File: config.mk
export PLATFORM = sky130hd
export DESIGN_NAME = pc_gen
export DESIGN_NICKNAME = d
export VERILOG_FILES = /design/src/rtl/pc_gen.sv
export SDC_FILE = /design/constraint.sdc
export NUM_CORES = 1
export LEC_CHECK = 0
export CORE_ASPECT_RATIO = 1.1
export CORE_MARGIN = 2
export CORE_UTILIZATION = 39
export DETAILED_ROUTE_END_ITERATION = 12
export PLACE_DENSITY = 0.72
export SLEW_MARGIN = 20
export SYNTH_ARGS = -nofsm -noshare
export SYNTH_HDL_FRONTEND = slang
export SYNTH_SLANG_ARGS = --single-unit
File: constraint.sdc
create_clock -name clk -period 2.5 [get_ports clk]
set_clock_uncertainty 0.1 [all_clocks]
set_input_delay 0.5 -clock clk [delete_from_list [all_inputs] [get_ports clk]]
set_output_delay 0.5 -clock clk [all_outputs]
set_load 0.005 [all_outputs]
File: src/rtl/pc_gen.sv
// rtl/pc_gen.sv - fetch program-counter generator with deferred redirects
// Optional misaligned-target trap: PCGEN_MISALIGN_CHECK_EN
module pc_gen #(
   parameter logic [63:0] RESET_PC = 64'h8000_0000,
   parameter int unsigned PC_STEP  = 4
) (
   input  logic        clk,
   input  logic        reset,
   input  logic        stallI,
   input  logic        stall_down,
   input  logic        redirect_valid,
   input  logic [63:0] redirect_pc,
   output logic [63:0] pc,
   output logic        pc_valid,
   output logic        kill_f,
   output logic        misalign
);

   localparam logic [63:0] STEP = 64'(PC_STEP);

   typedef enum logic {
      RUN  = 1'b0,
      PEND = 1'b1
   } state_e;

   state_e      state_q, state_d;
   logic [63:0] pc_q, pc_d;
   logic [63:0] pend_pc_q, pend_pc_d;
   logic        pc_valid_q, pc_valid_d;
   logic        advance;
   logic        load;
   logic [63:0] target;
   logic        halted;

`ifdef PCGEN_MISALIGN_CHECK_EN
   logic        misalign_q, misalign_d;
   assign halted   = misalign_q;
   assign misalign = misalign_q;
`else
   assign halted   = 1'b0;
   assign misalign = 1'b0;
`endif

   assign advance  = !stallI && !stall_down;
   assign pc       = pc_q;
   assign pc_valid = pc_valid_q;
   assign kill_f   = (state_q == PEND);

   always_comb begin
      state_d    = state_q;
      pc_d       = pc_q;
      pend_pc_d  = pend_pc_q;
      pc_valid_d = pc_valid_q;
      load       = 1'b0;
      target     = pc_q;
`ifdef PCGEN_MISALIGN_CHECK_EN
      misalign_d = misalign_q;
`endif
      case (state_q)
         RUN: begin
            if (redirect_valid && !stallI) begin
               load   = 1'b1;
               target = redirect_pc;
            end else if (redirect_valid) begin
               // Bus address must stay put until the outstanding request completes.
               pend_pc_d = redirect_pc;
               state_d   = PEND;
            end else if (!pc_valid_q) begin
               // No fetch was issued at pc yet, so it must not be skipped.
               pc_valid_d = !halted;
            end else if (advance) begin
               pc_d = pc_q + STEP;
            end
         end
         PEND: begin
            if (!stallI) begin
               load    = 1'b1;
               target  = pend_pc_q;
               state_d = RUN;
            end
         end
         default: state_d = RUN;
      endcase

      if (load) begin
         pc_d = target;
`ifdef PCGEN_MISALIGN_CHECK_EN
         misalign_d = |target[1:0];
         pc_valid_d = ~|target[1:0];
`else
         pc_valid_d = 1'b1;
`endif
      end
   end

   always_ff @(posedge clk) begin
      if (reset) begin
         state_q    <= RUN;
         pc_q       <= RESET_PC;
         pend_pc_q  <= 64'h0;
         pc_valid_q <= 1'b0;
`ifdef PCGEN_MISALIGN_CHECK_EN
         misalign_q <= 1'b0;
`endif
      end else begin
         state_q    <= state_d;
         pc_q       <= pc_d;
         pend_pc_q  <= pend_pc_d;
         pc_valid_q <= pc_valid_d;
`ifdef PCGEN_MISALIGN_CHECK_EN
         misalign_q <= misalign_d;
`endif
      end
   end

endmodule

Word-level counts from Yosys, hierarchy flattened
Index checks and enable logic that the tools add are counted.

word-level totals
  bits in registers = 130
  latch bits = 0
  memory bits (writable) = 0
  memory bits (read-only) = 0
  memories = 0

cells by class
  add/sub/neg operators = 1
  multiply operators = 0
  divide/modulo/power cells = 0
  $lt $le $gt $ge = 0
  equal/unequal tests = 5
  shifts and indexed selects = 0
  multiplexer cells = 20
  bitwise gates (word level) = 2
  reduce and logical (&&, ||, !) cells = 9

operators with widths
  kind                                                                      number
  64-bit two-way mux                                                        8
  64-bit case mux with 2 select lines                                       1
  64-bit by 3-bit adder with 64-bit output (second input constant)          1
  1-bit two-way mux                                                         9
  7-bit AND reduction                                                       1
  3-bit AND reduction                                                       2
  2-bit by 1-bit inequality test with 1-bit output (second input constant)  2
  2-bit inequality test (second input constant)                             2
  1-bit case mux with 2 select lines                                        2
  2-bit nonzero test                                                        2
  3-bit inequality test (second input constant)                             1
  1-bit logical AND                                                         2
  1-bit zero test                                                           2
  1-bit inverter                                                            2

Depth between registers and ports, before layout
  depth in word-level cells = 8
  gate-level depth with buffers = 7
  gate-level depth less buffers = 6

Worst setup path after synthesis
No wires, ideal clock.

  path kind = in2reg
  start = in stallI
  end = reg pc_q[44], in the netlist pc[44]
  arrival = 2.176 ns
  required time = 2.326 ns
  path slack = 0.150 ns
  stages on the path = 7
  buffers on the path = 2
  path through = or3b_1 -> clkbuf_1 -> nor3_2 -> nand4_1 -> buf_2 -> or4_2 -> a31oi_1

on the way
  longest elaborated chain between the ends = 6
  elaborated cells on any way between the ends = 15
  those cells by class = eq/ne (5); mux (4); reduce/logical (6)

ends and longest elaborated chain
  what                                                           RTL line  source
  start: declaration                                             9         input logic stallI,
  1-bit zero test                                                -
  1-bit logical AND                                              61        if (redirect_valid && !stallI) begin
  1-bit two-way mux                                              61
  1-bit case mux with 2 select lines                             59        case (state_q)
  3-bit inequality test (no line), or another cell as far along  -
  7-bit AND reduction (no line)                                  -
  end signal: assignment                                         107       pc_q <= pc_d;
  end: declaration                                               27        logic [63:0] pc_q, pc_d;

Parallel ways exist; a longest one is shown, timed or not.
A chain may end at the register's enable or synchronous reset.

Worst setup path in the final report
  start = in stallI
  end = reg pc_q[39], in the netlist pc[39]

Same word-level chain as after synthesis.

==> flow_summary.yaml <==
outcome:
  status: "finished, final reports clean"
cells_and_area:
  post-route-util_pct: 55.9
  final_cell_mix: "nand2_1 (172), clkdlybuf4s50_1 (133), dfxtp_1 (129)"
  nets: 1091
  fillerInstances: 1563
  layout.cells.most_common: "nand2_1"
  area_growth_pct: 39.9
  drive_gt1_share_pct: 15.0
  num_antenna_cells: 0
floorplanning:
  fp.dieH_um: 143
  core.rowCount: 50
  fp.dieW_um: 130
  dieArea_um2: 18600
  boundaryPins: 136
  core_um2: 17100
  initial_core_util_pct: 40.0
logic_synthesis:
  synthArstFlopShare_pct: 0
  syn-mean-instance-area_um2: 8.01
  ys_seq_elements: 130
  synthFlopType: "dfxtp_1"
  synth_cell_type_count: 57
  synth_fp_nets: 925
  ys.warnings.count: 0
  synthesis.area_um2: 6850
  synth_edf_count: 0
  synth_cells: 855
  ys_seq_area_share_pct: 38.0
routing:
  routed-wl-met2_um: 10200
  dr_wl_met3_um: 1180
  drt_iter0_markers: 464
  drt-total-wl_um: 21000
  detail_route.first_pass.iterations: 5
  ant_nets: 0
  drc: 0
  routed.top_layer: "met4"
  vias: 6978
  wl_met1_um: 9140
  wl_per_cell_um: 16.6
  vias_per_cell: 5.50
worst_setup_path:
  critPathArrivalTime_ns: 2.64
  worstSetupPathType: "primary input to flip-flop"
  r2r.worst_path.cells: 6
  worst_setup_path_end_kind: "flip-flop"
  cp_top_family: "simple AND/OR/NAND/NOR gates"
  worstSetupEndpoint: "pc[39]"
  path_depth: 8
  cpMostUsedCell: "buf_4"
  cp.required_ns: 2.70
  critPathLaunch: "stallI"
  rrSetupSlack_ns: 0.13
  timing.rr.end: "pc[39]"
  crit_fanout: 10
  worstReg2RegStart: "pc[6]"
  crit_slowest_cell: "or4_1"
  path_buf_inv: 3
  crit_path_cell_trace: "clkdlybuf4s50_1, buf_4, nand4b_1, or4_1, buf_4, nor4_1, xnor2_1, a21oi_1"
  cpPeakStageDelay_ns: 0.48
  startpoint_type: "primary input"
global_routing:
  grt_first_pass_wirelength_um: 33800
  antenna_found_initial: 0
  overflow: 0
  grt_pass1_vias: 6684
  grtUsageTotal_pct: 22.8
  grt_max_degree: 55
sta:
  setup_viol: 0
  finalHoldViolCount: 0
  fin_crit_ns: 2.44
  maxSlewViolCount: 0
  fin_crit_sh_pct: 97.5
  fmax_ghz: 0.410
  rsz0062_at_grt: "true"
power_and_ir_drop:
  ir_drop_v: 0.000486
  power_per_cell_area_nw_per_um2: 673
  power_switching_mw: 1.52
  switching_share_pct: 23.5
  combPwrFrac_pct: 13.9
  power_frac_seq_pct: 36.5
  internal_power_mw: 4.93
  p_leak_nw: 3.41
  total_power_mw: 6.45
  p_clk_share_pct: 49.6
clock_tree:
  h-tree-depth: 4
  cts.clk_slew.worst_paths_ns: 0.06
  cts.path.max_buffers: 2
  insertion_delay_ns: 0.43
  cts-root-buf: "clkbuf_16"
  cts_buffers: 17
  cts_tree: "done"
  cts_num_sinks: 130
  postCtsSetupBuffers: 0
placed_design:
  dp_hpwl_um: 15100
  io_buffers: 134
  gp_congestion: 0.887
run:
  max_cap_viol_count: 0
hold_path:
  hold_class: "primary input to flip-flop"
[cell usage after synthesis, types with 2 or more instances]
master       n  area share [%]
a31oi_1     13             1.2
nand3_1     32             2.3
xor2_1      14             1.8
and4_1       9             1.2
o22ai_1      2            0.18
buf_6        4            0.66
nor2_1      25             1.4
or3_1       13             1.2
a211o_1      3            0.38
inv_1        5            0.27
nor2b_1      7            0.64
nand2b_1     4            0.37
nand4_2      3            0.55
buf_2        2            0.15
mux2i_1     28             4.1
and2_1      10            0.91
dfxtp_1    130              38
a311oi_1     3            0.38
nor4_1      19             1.7
mux2_2      31             5.1
o211ai_1     2            0.22
nand2_1    172             9.4
buf_1        3            0.16
o31ai_1      6            0.66
o21ai_0     39             2.8
o2111ai_1    2            0.26
or4_1        9            0.99
buf_4        2            0.22
and3_1      15             1.4
nand4b_1     2            0.26
a21oi_1     89             6.5
clkbuf_1    45             2.5
nor3_1      16             1.2
nand4_1     28             2.6
a211oi_1    24             2.6
a221o_1      2            0.29
or3_2        2            0.22
xnor2_1     19             2.4
or4_2        2            0.26
nor3b_1      2            0.22
[what timing repair did]
action,CTS,global route
gates resized for setup,0,3
hold buffers,0,0
setup endpoints to repair,0,4
[routing by layer]
layer | global-route usage (%) | up-vias
met5 | 0 | -
met4 | 7.61 | 0
met3 | 5.47 | 34
met2 | 38.2 | 219
met1 | 28.8 | 3281
li1 | - | 3444
[registers in the layout, indices dropped and copies added, names as in the netlist]
| register | count |
|---|---|
| kill_f | 1 |
| pc | 64 |
| pc_valid | 1 |
| pend_pc_q | 64 |
[power groups by stage]
stage	clock, mW	combinational (mW)	sequential [mW]
5_1_grt	3.31	0.981	2.37
4_1_cts	3.23	0.902	2.35
3_3_place_gp	0	0.885	2.39
3_5_place_dp	0	0.895	2.40
6_report	3.20	0.898	2.36
2_1_floorplan	0	0.404	2.38
[per-stage QoR]
step / area [um2] / TNS (ns) / hold slack, ns / worst slack, ns / std cells
2_1_floorplan: 6850 / 0 / 0.331 / 0.150 / 855
3_3_place_gp: 8820 / -7.41 / 0.338 / -0.308 / 1236
3_5_place_dp: 8820 / -8.41 / 0.345 / -0.314 / 1236
4_1_cts: 9570 / 0 / 0.265 / 0.106 / 1268
5_1_grt: 9590 / -0.0232 / 0.283 / -0.0232 / 1268
6_report: 9590 / 0 / 0.280 / 0.0634 / 1268
[worst reg2reg max path: stages, from the launching register on]
cell and delay [ns]:
dfxtp_1 0.42, nand4_2 0.27, or4_1 0.59, buf_4 0.19, nor4_1 0.43, xnor2_1 0.17
a21oi_1 0.08
[area by class of cell]
cell class	count	area, um2	area share [%]
clock inverters	13	300	3.13
flip-flops and latches	130	2610	27.2
clock buffers	19	453	4.73
inverters	5	18.8	0.196
well taps	234	293	3.05
repair buffers	205	1920	20.0
multi-input cells	662	3990	41.7
[cell families (layout without fill, tap and decap cells)]
group                    count (synthesis)  in the layout  share of synthesized area, %
buffers and inverters                   63            242                          4.22
adder cells (fa/ha/maj)                  1              1                         0.183
flip-flops                             130            130                          38.0
other                                    1              1                        0.0547
multiplexers                            59             59                          9.19
AO/OA/AOI/OAI                          188            188                          16.0
AND/OR/NAND/NOR                        380            380                          28.1
XOR/XNOR                                33             33                          4.22
[how the worst min path moves through the flow]
stage,from,end,depth (start not counted),slack [ns]
floorplan,pend_pc_q[51],pend_pc_q[51],2,0.33
global placement,pend_pc_q[48],pend_pc_q[48],2,0.34
detailed placement,pend_pc_q[25],pend_pc_q[25],2,0.34
CTS,reset,pend_pc_q[50],2,0.26
global route,reset,pend_pc_q[63],2,0.28
finish,reset,pend_pc_q[50],2,0.28
No activity file was read; power rests on OpenSTA's default activity.
